File: config.mk
export PLATFORM = sky130hd
export DESIGN_NAME = digit_encoder_flat
export DESIGN_NICKNAME = d
export VERILOG_FILES = /design/src/rtl/digit_encoder_if.sv /design/src/rtl/digit_encoder.sv /design/src/flat_wrapper.sv
export SDC_FILE = /design/constraint.sdc
export NUM_CORES = 1
export LEC_CHECK = 0
export ABC_AREA = 1
export BUFFER_PORTS_ARGS = -buffer_cell sky130_fd_sc_hd__buf_2
export CORE_AREA = 5 5 65 67
export CTS_BUF_LIST = sky130_fd_sc_hd__clkbuf_16
export CTS_CLUSTER_DIAMETER = 60
export CTS_CLUSTER_SIZE = 25
export DETAILED_ROUTE_END_ITERATION = 10
export DIE_AREA = 0 0 70 72
export GPL_ROUTABILITY_DRIVEN = 0
export MAX_ROUTING_LAYER = met4
export PLACE_DENSITY = 0.84
export RECOVER_POWER = 50
export SLEW_MARGIN = 20
export SYNTH_ARGS = -nofsm -noshare
export SYNTH_HDL_FRONTEND = slang
export SYNTH_SLANG_ARGS = --single-unit
File: constraint.sdc
create_clock -name clk -period 2.8 [get_ports clk]
set_clock_uncertainty 0.2 [all_clocks]
set_input_delay 0.42 -clock clk [delete_from_list [all_inputs] [get_ports clk]]
set_output_delay 0.42 -clock clk [all_outputs]
set_load 0.01 [all_outputs]
File: src/rtl/digit_encoder_if.sv
// Handshake bundle between a score producer/result consumer and digit_encoder.
// master: drives start/clear, scores and ack; slave: the encoder itself.
interface digit_encoder_if #(
  parameter int unsigned SCORE_W = 16,
  parameter int unsigned IDX_W   = 4
);
  logic               rst_digit;
  logic               en_digit;
  logic               score_valid;
  logic [SCORE_W-1:0] score_data;
  logic               score_ready;
  logic [IDX_W-1:0]   digit_code;
  logic               digit_valid;
  logic               digit_ack;
  logic               busy;

  modport master (
    output rst_digit, en_digit, score_valid, score_data, digit_ack,
    input  score_ready, digit_code, digit_valid, busy
  );

  modport slave (
    input  rst_digit, en_digit, score_valid, score_data, digit_ack,
    output score_ready, digit_code, digit_valid, busy
  );
endinterface

File: src/rtl/digit_encoder.sv
// Streaming argmax over NUM_CLASSES signed scores; emits the winning class index.
// Optional macro DIGIT_TIE_DETECT_EN adds a 'tie' output flagging a repeated maximum.
module digit_encoder #(
  parameter int unsigned SCORE_W     = 16,
  parameter int unsigned NUM_CLASSES = 10,
  parameter int unsigned IDX_W       = 4
) (
  input  logic              clk,
  input  logic              rst,
`ifdef DIGIT_TIE_DETECT_EN
  output logic              tie,
`endif
  digit_encoder_if.slave    bus
);

  typedef enum logic [1:0] {StIdle, StCollect, StHold} state_e;

  state_e                    state_q, state_d;
  logic [IDX_W-1:0]          idx_q, idx_d;
  logic signed [SCORE_W-1:0] best_q, best_d;
  logic [IDX_W-1:0]          best_idx_q, best_idx_d;
  logic [IDX_W-1:0]          code_q, code_d;

  logic signed [SCORE_W-1:0] score_s;
  logic                      xfer, first, gt, take, last;
  logic [IDX_W-1:0]          new_best_idx;

  assign score_s      = bus.score_data;
  assign xfer         = (state_q == StCollect) && bus.score_valid && !bus.rst_digit;
  assign first        = (idx_q == '0);
  // Direct signed compare: no subtraction, so extreme values cannot overflow.
  assign gt           = score_s > best_q;
  assign take         = first || gt;
  assign last         = (idx_q == IDX_W'(NUM_CLASSES - 1));
  assign new_best_idx = take ? idx_q : best_idx_q;

  always_comb begin
    state_d    = state_q;
    idx_d      = idx_q;
    best_d     = best_q;
    best_idx_d = best_idx_q;
    code_d     = code_q;

    unique case (state_q)
      StIdle: begin
        if (bus.en_digit) state_d = StCollect;
      end
      StCollect: begin
        if (xfer) begin
          if (take) begin
            best_d     = score_s;
            best_idx_d = idx_q;
          end
          if (last) begin
            state_d = StHold;
            code_d  = new_best_idx;
          end else begin
            idx_d = idx_q + IDX_W'(1);
          end
        end
      end
      StHold: begin
        // en_digit here is ignored; a new frame needs a fresh start in idle.
        if (bus.digit_ack) begin
          state_d = StIdle;
          idx_d   = '0;
        end
      end
      default: state_d = StIdle;
    endcase

    if (bus.rst_digit) begin
      state_d    = StIdle;
      idx_d      = '0;
      best_d     = '0;
      best_idx_d = '0;
      code_d     = '0;
    end
  end

  always_ff @(posedge clk or posedge rst) begin
    if (rst) begin
      state_q    <= StIdle;
      idx_q      <= '0;
      best_q     <= '0;
      best_idx_q <= '0;
      code_q     <= '0;
    end else begin
      state_q    <= state_d;
      idx_q      <= idx_d;
      best_q     <= best_d;
      best_idx_q <= best_idx_d;
      code_q     <= code_d;
    end
  end

  assign bus.score_ready = (state_q == StCollect) && !bus.rst_digit;
  assign bus.digit_valid = (state_q == StHold);
  assign bus.busy        = (state_q != StIdle);
  assign bus.digit_code  = code_q;

`ifdef DIGIT_TIE_DETECT_EN
  logic seen_q, seen_d, seen_nxt;
  logic tie_q, tie_d;

  // Sticky "later score equals current max"; a new strict max clears it.
  always_comb begin
    seen_nxt = seen_q;
    if (take)                          seen_nxt = 1'b0;
    else if (score_s == best_q)        seen_nxt = 1'b1;

    seen_d = seen_q;
    tie_d  = tie_q;
    if (xfer) begin
      seen_d = seen_nxt;
      if (last) tie_d = seen_nxt;
    end
    if (state_q == StHold && bus.digit_ack) tie_d = 1'b0;
    if (bus.rst_digit) begin
      seen_d = 1'b0;
      tie_d  = 1'b0;
    end
  end

  always_ff @(posedge clk or posedge rst) begin
    if (rst) begin
      seen_q <= 1'b0;
      tie_q  <= 1'b0;
    end else begin
      seen_q <= seen_d;
      tie_q  <= tie_d;
    end
  end

  assign tie = tie_q;
`endif

endmodule
File: src/flat_wrapper.sv
// flat-port wrapper written by rule: the top's interface ports become plain ports
module digit_encoder_flat 
#(
  parameter int unsigned SCORE_W     = 16,
  parameter int unsigned NUM_CLASSES = 10,
  parameter int unsigned IDX_W       = 4
)
  (clk, rst, bus_rst_digit, bus_en_digit, bus_score_valid, bus_score_data, bus_digit_ack, bus_score_ready, bus_digit_code, bus_digit_valid, bus_busy);
  digit_encoder_if #(.SCORE_W(SCORE_W), .IDX_W(IDX_W)) bus_i ();
  input  logic clk;
  input  logic rst;
  input wire logic [$bits(bus_i.rst_digit)-1:0] bus_rst_digit;
  input wire logic [$bits(bus_i.en_digit)-1:0] bus_en_digit;
  input wire logic [$bits(bus_i.score_valid)-1:0] bus_score_valid;
  input wire logic [$bits(bus_i.score_data)-1:0] bus_score_data;
  input wire logic [$bits(bus_i.digit_ack)-1:0] bus_digit_ack;
  output wire logic [$bits(bus_i.score_ready)-1:0] bus_score_ready;
  output wire logic [$bits(bus_i.digit_code)-1:0] bus_digit_code;
  output wire logic [$bits(bus_i.digit_valid)-1:0] bus_digit_valid;
  output wire logic [$bits(bus_i.busy)-1:0] bus_busy;
  assign bus_i.rst_digit = bus_rst_digit;
  assign bus_i.en_digit = bus_en_digit;
  assign bus_i.score_valid = bus_score_valid;
  assign bus_i.score_data = bus_score_data;
  assign bus_i.digit_ack = bus_digit_ack;
  assign bus_score_ready = bus_i.score_ready;
  assign bus_digit_code = bus_i.digit_code;
  assign bus_digit_valid = bus_i.digit_valid;
  assign bus_busy = bus_i.busy;
  digit_encoder #(.SCORE_W(SCORE_W), .NUM_CLASSES(NUM_CLASSES), .IDX_W(IDX_W)) u_core (.clk(clk), .rst(rst), .bus(bus_i));
endmodule
==> results by group, run 1 <==
Worst setup path
  – Crit Path Class: reg2reg
  – Critical Path AT: 2380 ps
  – Crit end category: flop
  – WP data required: 2790 ps
  – Max Fanout on Critical Path: 33
  – Startpoint types: flop

Clocking
  – Clock sinks: 30
  – Max Buffers Root-to-Sink: 2
  – Number of setup buffers added after CTS: 0
  – Clk root buf: clkbuf_16
  – H-tree depth: 2
  – Post_cts resized: 0
  – CTS Hold Bufs: 0
  – Clk_lat worst skew: 270 ps
  – CTS tree: built
  – Reg clk slew, reported paths: 50 ps
  – CTS Buf Count: 5

Die
  – Die Y: 72 um
  – Core area: 3580 um2
  – # IOs: 29
  – Cell Rows: 22
  – Total die area: 5040 um2
  – X dimension of the die: 70 um
  – Initial Util: 54.3%

Power and ir drop
  – Pwr per Cell Area: 803 nW/um2
  – Clk pwr share: 26.5%
  – Sw frac: 37.5%
  – P_sw: 0.000674 W
  – Peak VDD IR: 400 uV
  – Gate power share: 38.6%
  – Leak: 1.17 nW
  – Sequential power share: 34.9%
  – Design Power: 0.00179 W
  – Power Internal: 0.00112 W

Synth
  – Synthesized area per cell: 8.10 um2
  – Synth async-reset ratio: 100%
  – Post-synthesis sequential area ratio: 38.6%
  – FF+latch count, synth: 30
  – Post-synthesis cell area: 1940 um2
  – Yosys cell types: 26
  – Post-synth EDFFs: 0
  – Top_reg_cell synth: dfrtp_1
  – Synth Instances: 240
  – Ys Warns: 0
  – Post-Syn Nets: 281

Status
  – Status: complete, but fails checks
  – Failing checks: max-capacitance violations, max-slew violations

Routing
  – Vias: 1612
  – Total Wirelength: 3600 um
  – Vias per cell: 5.04
  – Residual DRC: 0
  – Pre-antenna DRT Iters: 4
  – Post-DR wirelength/cell: 11.3 um
  – Final ANT Viol Nets: 0
  – Drt initial violations: 85

Flow run
  – MaxCap Viol Count: 1

Cells and area
  – Final net count: 313
  – # fillers: 323
  – Layout cells sized above 1: 21.0%
  – Design Area, Final: 2230 um2
  – Area grow syn2layout: 14.9%
  – Inserted Diodes: 0

STA
  – RSZ-0062 raised after global routing: false
  – Setup violations, final: 0
  – Slew headroom: -6.73%
  – Setup_tns: 0 ps
  – Final period util: 85.2%
  – Fmax: 419 MHz
  – Actual slew at the worst max-slew pin: 1600 ps
  – Fin. max-slew vios: 31
  – Min cycle time layout: 2390 ps
  – Final Hold Fails: 0

Global routing
  – Initial antenna violation count: 0
  – Vias in the first global route: 1595
  – Total GRT Usage: 16.6%
  – First-pass GRT wire length: 6470 um
  – Largest net degree at the start of global routing: 34
  – Grt total ovfl: 0

Place
  – DP HPWL: 2680 um
  – Port bufs: 28
  – Area after DPL: 2110 um2

Min path
  – Hold Path Class: in2reg
==> worst max-delay path: stages (launching register included) <==
cell     delay, ps
dfrtp_1        340
inv_1           50
ha_1           310
a21oi_1        150
o21ai_0        100
a21oi_1        180
nand3_1        170
nand3_4        140
nand3_2         90
nand2_4        360
nand2_1        130
o21ai_2         80
==> cell type report <==
type	count	area (um2)	area share (%)
multi-input cells	172	1020	45.6
flip-flops and latches	30	751	33.6
repair buffers	30	148	6.61
clock buffers	5	125	5.60
inverters	33	124	5.54
well taps	48	60.1	2.69
clock inverters	2	7.51	0.336
==> cells by family after synthesis <==
| kind of cell | Yosys count | synth area share, % |
|---|---|---|
| DFF | 30 | 38.6 |
| xor gates and xnor gates | 2 | 0.901 |
| adders and majority gates | 19 | 12.2 |
| AOI/OAI and AO/OA | 37 | 13.3 |
| buffers and inverters | 38 | 8.94 |
| and+or+nand+nor | 114 | 26.1 |
==> cells in the mapped netlist (2+ instances only) <==
| cell type | instances | area share, % |
|---|---|---|
| a21oi_1 | 11 | 2.8 |
| buf_6 | 2 | 1.2 |
| dfrtp_1 | 30 | 39 |
| ha_1 | 19 | 12 |
| inv_1 | 32 | 6.2 |
| nand2_1 | 71 | 14 |
| nand2_2 | 3 | 0.97 |
| nand3_1 | 11 | 2.8 |
| nand4_1 | 8 | 2.6 |
| nor2_1 | 16 | 3.1 |
| o21ai_0 | 5 | 1.3 |
| o21ai_2 | 17 | 7.7 |
| xor2_1 | 2 | 0.90 |
==> path summary, 6_finish.rpt <==
kind | start | to | slack, ps | cells after the start
min in group asynchronous | rst | u_core.state_q[0] | 490 | 3
min | bus_score_data[4] | u_core.best_q[4] | 220 | 3
max in group asynchronous | rst | u_core.best_idx_q[2] | 970 | 3
max reg2reg | u_core.best_q[15] | u_core.best_q[6] | 410 | 11
max | u_core.best_q[15] | u_core.best_q[6] | 410 | 11
min reg2reg | u_core.bus.digit_code[0] | u_core.bus.digit_code[0] | 280 | 2
==> metrics by stage <==
stage | worst slack (ps) | util [%] | std cells | hold slack, ps
after floorplan | 713 | - | 240 | 249
final | 414 | 62.4 | 320 | 220
after detailed placement | 237 | 59.0 | 313 | 270
after global routing | 232 | 62.4 | 320 | 227
after CTS | 393 | 62.7 | 320 | 24.8
after global placement | 292 | 59.0 | 313 | 264
==> registers in the layout, summed over array words and instances (netlist names) <==
| name | count |
|---|---|
| u_core.idx_q | 4 |
| u_core.best_idx_q | 4 |
| u_core.state_q | 2 |
| u_core.bus.digit_code | 4 |
| u_core.best_q | 16 |
==> routing by layer <==
layer  vias up  part of all wire (%)  GRT usage, %
li1        839                     -             -
met1       737                    44          18.1
met2        27                    49          28.4
met3         9                   5.1          4.85
met4         0                   2.4          7.23
met5         -                     0             -
==> power groups by stage <==
| stage | combinational [W] | sequential, W | clock [W] |
|---|---|---|---|
| 2_1_floorplan | 0.000576 | 0.000623 | 0 |
| 3_3_place_gp | 0.000683 | 0.000626 | 0 |
| 3_5_place_dp | 0.000702 | 0.000632 | 0 |
| 4_1_cts | 0.000710 | 0.000625 | 0.000492 |
| 5_1_grt | 0.000812 | 0.000644 | 0.000510 |
| 6_report | 0.000693 | 0.000626 | 0.000475 |
==> placed cells by master, fill, tap and decap left out, types with 2 or more instances in the layout <==
master,instances
nand2_1,71
xor2_1,2
nand4_1,8
nand2_2,3
o21ai_2,17
clkbuf_16,5
clkbuf_1,4
a21oi_1,11
nand3_1,11
nor2_1,16
inv_1,34
ha_1,19
dfrtp_1,30
buf_2,25
o21ai_0,5
(Power assumes the default switching activity.)
==> run 2: changes to the inputs <==
--- a/config.mk
+++ b/config.mk
@@ -6,7 +6,8 @@
 export NUM_CORES = 1
 export LEC_CHECK = 0
 export ABC_AREA = 1
-export BUFFER_PORTS_ARGS = -buffer_cell sky130_fd_sc_hd__buf_2
+export BUFFER_PORTS_ARGS = -buffer_cell sky130_fd_sc_hd__buf_4
+export CAP_MARGIN = 20
 export CORE_AREA = 5 5 65 67
 export CTS_BUF_LIST = sky130_fd_sc_hd__clkbuf_16
 export CTS_CLUSTER_DIAMETER = 60
==> results by group, run 2 (synthesized netlist as in run 1, its figures left out) <==
Status
  – Status: complete, but fails checks
  – Failing checks: max-capacitance violations, max-slew violations

STA
  – Setup_tns: 0 ps
  – Final period util: 88.1%
  – Final Hold Fails: 0
  – Min cycle time layout: 2470 ps
  – Fmax: 406 MHz
  – Setup violations, final: 0
  – Slew headroom: -5.30%
  – Final worst slack: 335 ps
  – RSZ-0062 raised after global routing: false
  – Actual slew at the worst max-slew pin: 1580 ps
  – Worst hold slack: 222 ps
  – Fin. max-slew vios: 31

Worst setup path
  – Critical Path Stages: 11
  – Crit end category: flop
  – Startpoint types: flop
  – CP max-delay cell: nand2_4
  – Buffers & Inverters on Critical Path: 1
  – WP data required: 2800 ps
  – CP cell instances: inv_1 -> ha_1 -> a21oi_1 -> o21ai_0 -> a21oi_1 -> nand3_1 -> nand3_4 -> nand3_2 -> nand2_4 -> nand2_1 -> o21ai_2
  – Reg2reg end: u_core.best_q[3]
  – Crit-path max cell delay: 350 ps
  – Cell mode on critical path: a21oi_1
  – FF-to-FF path depth: 11
  – Top cell family by delay on the critical path: simple AND/OR/NAND/NOR gates
  – Critical Path AT: 2460 ps
  – Critical R2R Launch: u_core.best_q[15]
  – Max Fanout on Critical Path: 33
  – Reg2reg setup slack: 330 ps
  – Crit Path Class: reg2reg

Routing
  – Total Wirelength: 3860 um
  – Vias per cell: 5.20
  – Final ANT Viol Nets: 0
  – Vias: 1676
  – Pre-antenna DRT Iters: 4
  – Residual DRC: 0
  – Post-DR wirelength/cell: 12.0 um
  – Drt initial violations: 106

Cells and area
  – Max reg flops: 16
  – Multi-input gate area: 1020 um2
  – Top reg by flops: u_core.best_q
  – # fillers: 310
  – Register area: 751 um2
  – Final net count: 314
  – Commonest non-fill, non-tap cell in the layout: nand2_1
  – Commonest non-fill, non-tap cells in the layout: nand2_1 (71), inv_1 (33), dfrtp_1 (30)
  – Area grow syn2layout: 18.8%
  – Layout cells sized above 1: 21.5%
  – Inserted Diodes: 0

Power and ir drop
  – Clk pwr share: 26.8%
  – Sequential power share: 33.9%
  – Leak: 1.19 nW
  – Sw frac: 38.1%
  – Power Internal: 0.00115 W
  – P_sw: 0.000704 W
  – Peak VDD IR: 511 uV
  – Gate power share: 39.3%
  – Pwr per Cell Area: 801 nW/um2

Place
  – DP HPWL: 2790 um
  – Pre-CTS setup slack: 237 ps
  – Port bufs: 28

Clocking
  – Number of setup buffers added after CTS: 0
  – Post_cts resized: 0
  – CTS Hold Bufs: 0
  – Clock sinks: 30
  – Max Buffers Root-to-Sink: 2
  – Clk root buf: clkbuf_16
  – CTS tree: built
  – CTS Buf Count: 5
  – Clk_lat worst skew: 270 ps
  – H-tree depth: 2
  – Reg clk slew, reported paths: 50 ps

Global routing
  – Largest net degree at the start of global routing: 34
  – Vias in the first global route: 1658
  – First-pass GRT wire length: 6990 um
  – Initial antenna violation count: 0
  – Total GRT Usage: 17.7%
  – Grt total ovfl: 0

Die
  – X dimension of the die: 70 um
  – Cell Rows: 22
  – Core area: 3580 um2
  – Initial Util: 54.3%
  – # IOs: 29
  – Die Y: 72 um
  – Total die area: 5040 um2

Min path
  – Worst hold start: bus_score_data[4]
  – Hold depth: 3
  – Hold Path Class: in2reg
  – Hold Path End: u_core.best_q[4]

Flow run
  – MaxCap Viol Count: 1
-- run 2: cell count changes in the layout (fill, tap and decap cells not counted) --
cell,previous run,this run
inv_1,34,33
buf_4,1,26
clkinv_1,0,1
clkinv_2,0,1
buf_2,25,0
clkbuf_4,0,1
-- run 2: cell type report --
class | instances | area share [%]
Clock inverter | 3 | 0.542
Multi-Input combinational cell | 172 | 44.1
Sequential cell | 30 | 32.5
Timing Repair Buffer | 31 | 9.43
Inverter | 33 | 5.36
Clock buffer | 5 | 5.42
Tap cell | 48 | 2.60
-- run 2: power groups by stage --
stage                     combinational, W  clock (W)  sequential, W
after global routing              0.000835   0.000530       0.000644
final                             0.000727   0.000495       0.000627
after CTS                         0.000749   0.000507       0.000628
after detailed placement          0.000738          0       0.000631
after floorplan                   0.000576          0       0.000623
after global placement            0.000714          0       0.000626
-- run 2: worst max-delay path by stage --
| stage | startpoint | to | slack, ps |
|---|---|---|---|
| after floorplan | bus_score_data[15] | u_core.best_q[0] | 710 |
| after global placement | bus_score_data[15] | u_core.best_q[12] | 300 |
| after detailed placement | bus_score_data[15] | u_core.best_q[3] | 240 |
| after CTS | u_core.best_q[13] | u_core.best_q[3] | 340 |
| after global routing | u_core.best_q[9] | u_core.best_q[2] | 100 |
| final | u_core.best_q[15] | u_core.best_q[3] | 330 |
-- run 2: layer usage --
metal  up-vias  track usage [%]  share of wire (%)
met3         8             5.40                5.6
li1        839                -                  -
met2        32             30.8                 50
met4         0             5.96                1.8
met5         -                -                  0
met1       797             19.2                 42
-- run 2: tightest hold or removal path: cells and delay by family --
| kind | cells | cell delay [ps] |
|---|---|---|
| AO/OA/AOI/OAI | 1 | 50 |
| buffers and inverters | 1 | 110 |
| AND/OR/NAND/NOR | 1 | 70 |
-- run 2: metrics by stage --
step           instances  util, %  instance area [um2]  total power, W
2_1_floorplan        240        -                 1940         0.00120
4_1_cts              322     65.0                 2320         0.00188
6_report             322     64.5                 2310         0.00185
5_1_grt              322     64.5                 2310         0.00201
3_3_place_gp         314     61.1                 2190         0.00134
3_5_place_dp         314     61.1                 2190         0.00137
==> run 3: changes to the inputs <==
--- a/config.mk
+++ b/config.mk
@@ -5,18 +5,17 @@
 export SDC_FILE = /design/constraint.sdc
 export NUM_CORES = 1
 export LEC_CHECK = 0
-export ABC_AREA = 1
 export BUFFER_PORTS_ARGS = -buffer_cell sky130_fd_sc_hd__buf_4
 export CAP_MARGIN = 20
-export CORE_AREA = 5 5 65 67
+export CORE_AREA = 2 2 63 65
 export CTS_BUF_LIST = sky130_fd_sc_hd__clkbuf_16
 export CTS_CLUSTER_DIAMETER = 60
 export CTS_CLUSTER_SIZE = 25
 export DETAILED_ROUTE_END_ITERATION = 10
-export DIE_AREA = 0 0 70 72
+export DIE_AREA = 0 0 65 67
 export GPL_ROUTABILITY_DRIVEN = 0
 export MAX_ROUTING_LAYER = met4
-export PLACE_DENSITY = 0.84
+export PLACE_DENSITY = 0.85
 export RECOVER_POWER = 50
 export SLEW_MARGIN = 20
 export SYNTH_ARGS = -nofsm -noshare
==> results by group, run 3 <==
STA
  – Fmax: 384 MHz
  – Fin. max-slew vios: 31
  – Worst hold slack: 185 ps
  – Slew headroom: -7.04%
  – Setup violations, final: 0
  – Actual slew at the worst max-slew pin: 1610 ps
  – Final period util: 93.1%
  – Setup_tns: 0 ps
  – Final Hold Fails: 0
  – RSZ-0062 raised after global routing: false
  – Min cycle time layout: 2610 ps

Cells and area
  – Final net count: 288
  – Area grow syn2layout: 20.9%
  – Commonest non-fill, non-tap cell in the layout: buf_4
  – Max reg flops: 16
  – Layout cells sized above 1: 25.0%
  – Final Instance Count excl. Fillers: 296
  – Top reg by flops: u_core.best_q
  – Inserted Diodes: 0
  – Final core occ: 68.0%
  – Commonest non-fill, non-tap cells in the layout: buf_4 (32), dfrtp_1 (30), nand2_1 (22)

Clocking
  – H-tree depth: 2
  – Clock sinks: 30
  – CTS Hold Bufs: 0
  – Clk_lat worst skew: 280 ps
  – CTS Buf Count: 5
  – Number of setup buffers added after CTS: 0
  – CTS tree: built
  – Post_cts resized: 0
  – Reg clk slew, reported paths: 50 ps
  – Clk root buf: clkbuf_16
  – Max Buffers Root-to-Sink: 2

Status
  – Status: complete, but fails checks
  – Failing checks: max-capacitance violations, max-slew violations

Die
  – Die Y: 67 um
  – # IOs: 29
  – Core area: 3610 um2
  – Initial Util: 56.2%
  – X dimension of the die: 65 um
  – Cell Rows: 22
  – Total die area: 4360 um2

Worst setup path
  – CP cell instances: inv_1 -> ha_1 -> nand4_2 -> or4_4 -> a21boi_2 -> a31oi_2 -> buf_4 -> o2111ai_1 -> o31ai_2
  – Max Fanout on Critical Path: 9
  – WP data required: 2750 ps
  – CP max-delay cell: or4_4
  – Crit Path Class: reg2reg
  – Crit-path max cell delay: 570 ps
  – Critical R2R Launch: u_core.best_q[15]
  – Critical Path Start: u_core.best_q[15]
  – Startpoint types: flop
  – Critical Path AT: 2560 ps
  – Crit end category: flop

Power and ir drop
  – Leak: 1.06 nW
  – Design Power: 0.00121 W
  – Peak VDD IR: 300 uV
  – Pwr per Cell Area: 493 nW/um2

Routing
  – Post-DR wirelength/cell: 16.0 um
  – Drt initial violations: 125
  – Vias: 1765
  – Residual DRC: 0
  – Vias per cell: 5.96
  – Pre-antenna DRT Iters: 5
  – Total Wirelength: 4720 um
  – Final ANT Viol Nets: 0

Synth
  – Synth Area in XOR/XNOR: 0.864%
  – Post-Syn Nets: 254
  – Compound-gate portion of the synthesized area: 26.3%
  – Commonest cells in the netlist: dfrtp_1 (30), nand2_1 (22), inv_1 (20), ha_1 (19), o2111ai_1 (15)
  – Share of the synthesized area in the top cell type: 37.0%
  – Synth Area in Adders: 11.7%
  – Top_reg_cell synth: dfrtp_1
  – Most numerous cell in the Yosys netlist: dfrtp_1
  – FF+latch count, synth: 30
  – Post-synthesis cell area: 2030 um2
  – Area leader, netlist: dfrtp_1
  – Synth Instances: 213
  – Synth async-reset ratio: 100%
  – Simple-Gate Fraction of Synth Area: 16.2%
  – Synth top area cells: dfrtp_1 (37%), ha_1 (12%), o2111ai_1 (6.5%)
  – Post-synthesis sequential area ratio: 37.0%
  – Mux cell area share after synthesis: 1.48%
  – Yosys cell types: 38
  – Synthesized area per cell: 9.52 um2
  – Ys Warns: 0
  – Largest family of logic cells by synthesized area: compound AO/OA/AOI/OAI gates
  – Post-synth EDFFs: 0

Place
  – Dpl cells: 288
  – Port bufs: 28
  – DP HPWL: 3280 um

Global routing
  – Grt total ovfl: 0
  – Total GRT Usage: 24.6%
  – Vias in the first global route: 1670
  – Initial antenna violation count: 0
  – First-pass GRT wire length: 7910 um
  – Largest net degree at the start of global routing: 31

Min path
  – Worst hold start: bus_en_digit
  – Hold Path Class: in2reg

Flow run
  – MaxCap Viol Count: 1
[run 3: area by class of cell]
cell class	instances	area (um2)
Clock inverter	3	12.5
Inverter	20	75.1
Clock buffer	5	125
Multi-Input combinational cell	152	1150
Fill cell	284	1150
Timing Repair Buffer	38	283
Sequential cell	30	751
Tap cell	48	60.1
[run 3: path summary, 6_finish.rpt]
kind / to / slack, ps / cells past startpoint
max in group asynchronous: u_core.best_q[9] / 950 / 3
min: u_core.state_q[0] / 190 / 3
max: u_core.best_q[7] / 190 / 9
min reg2reg: u_core.best_q[0] / 330 / 2
min in group asynchronous: u_core.bus.digit_code[0] / 510 / 3
max reg2reg: u_core.best_q[7] / 190 / 9
[run 3: cells by family (layout without fill, tap and decap cells)]
logic type	count (synthesis)	in the layout
and+or+nand+nor	64	64
DFF	30	30
adders and majority gates	19	19
xor gates and xnor gates	2	2
AOI/OAI and AO/OA	64	64
buffers and inverters	31	66
muxes	3	3
[run 3: per-layer routing]
| layer | part of all wire [%] | GRT usage [%] | wire, um |
|---|---|---|---|
| met5 | 0 | - | 0 |
| met4 | 1.7 | 8.78 | 78 |
| met3 | 6.3 | 5.57 | 296 |
| met2 | 48 | 40.1 | 2290 |
| met1 | 44 | 30.2 | 2060 |
[run 3: metrics by stage]
| step | area [um2] | worst slack, ps |
|---|---|---|
| final | 2450 | 194 |
| after global routing | 2450 | 53.5 |
| after CTS | 2470 | 205 |
| after detailed placement | 2330 | 52.1 |
| after global placement | 2330 | 109 |
| after floorplan | 2030 | 253 |
[run 3: power breakdown]
part / leakage [nW] / total [W] / internal, W / switching (W)
registers: 0.415 / 0.000458 / 0.000449 / 0.00000934
clock network: 0.0724 / 0.000499 / 0.000320 / 0.000179
logic: 0.576 / 0.000251 / 0.000101 / 0.000151
total: 1.06 / 0.00121 / 0.000869 / 0.000339
[run 3: critical path, delay by kind of cell, from the launching register on]
| kind | cells | cell delay [ps] |
|---|---|---|
| compound gates | 4 | 620 |
| fa+ha+maj | 1 | 320 |
| buf+inv | 2 | 280 |
| flops | 1 | 320 |
| simple gates | 2 | 740 |
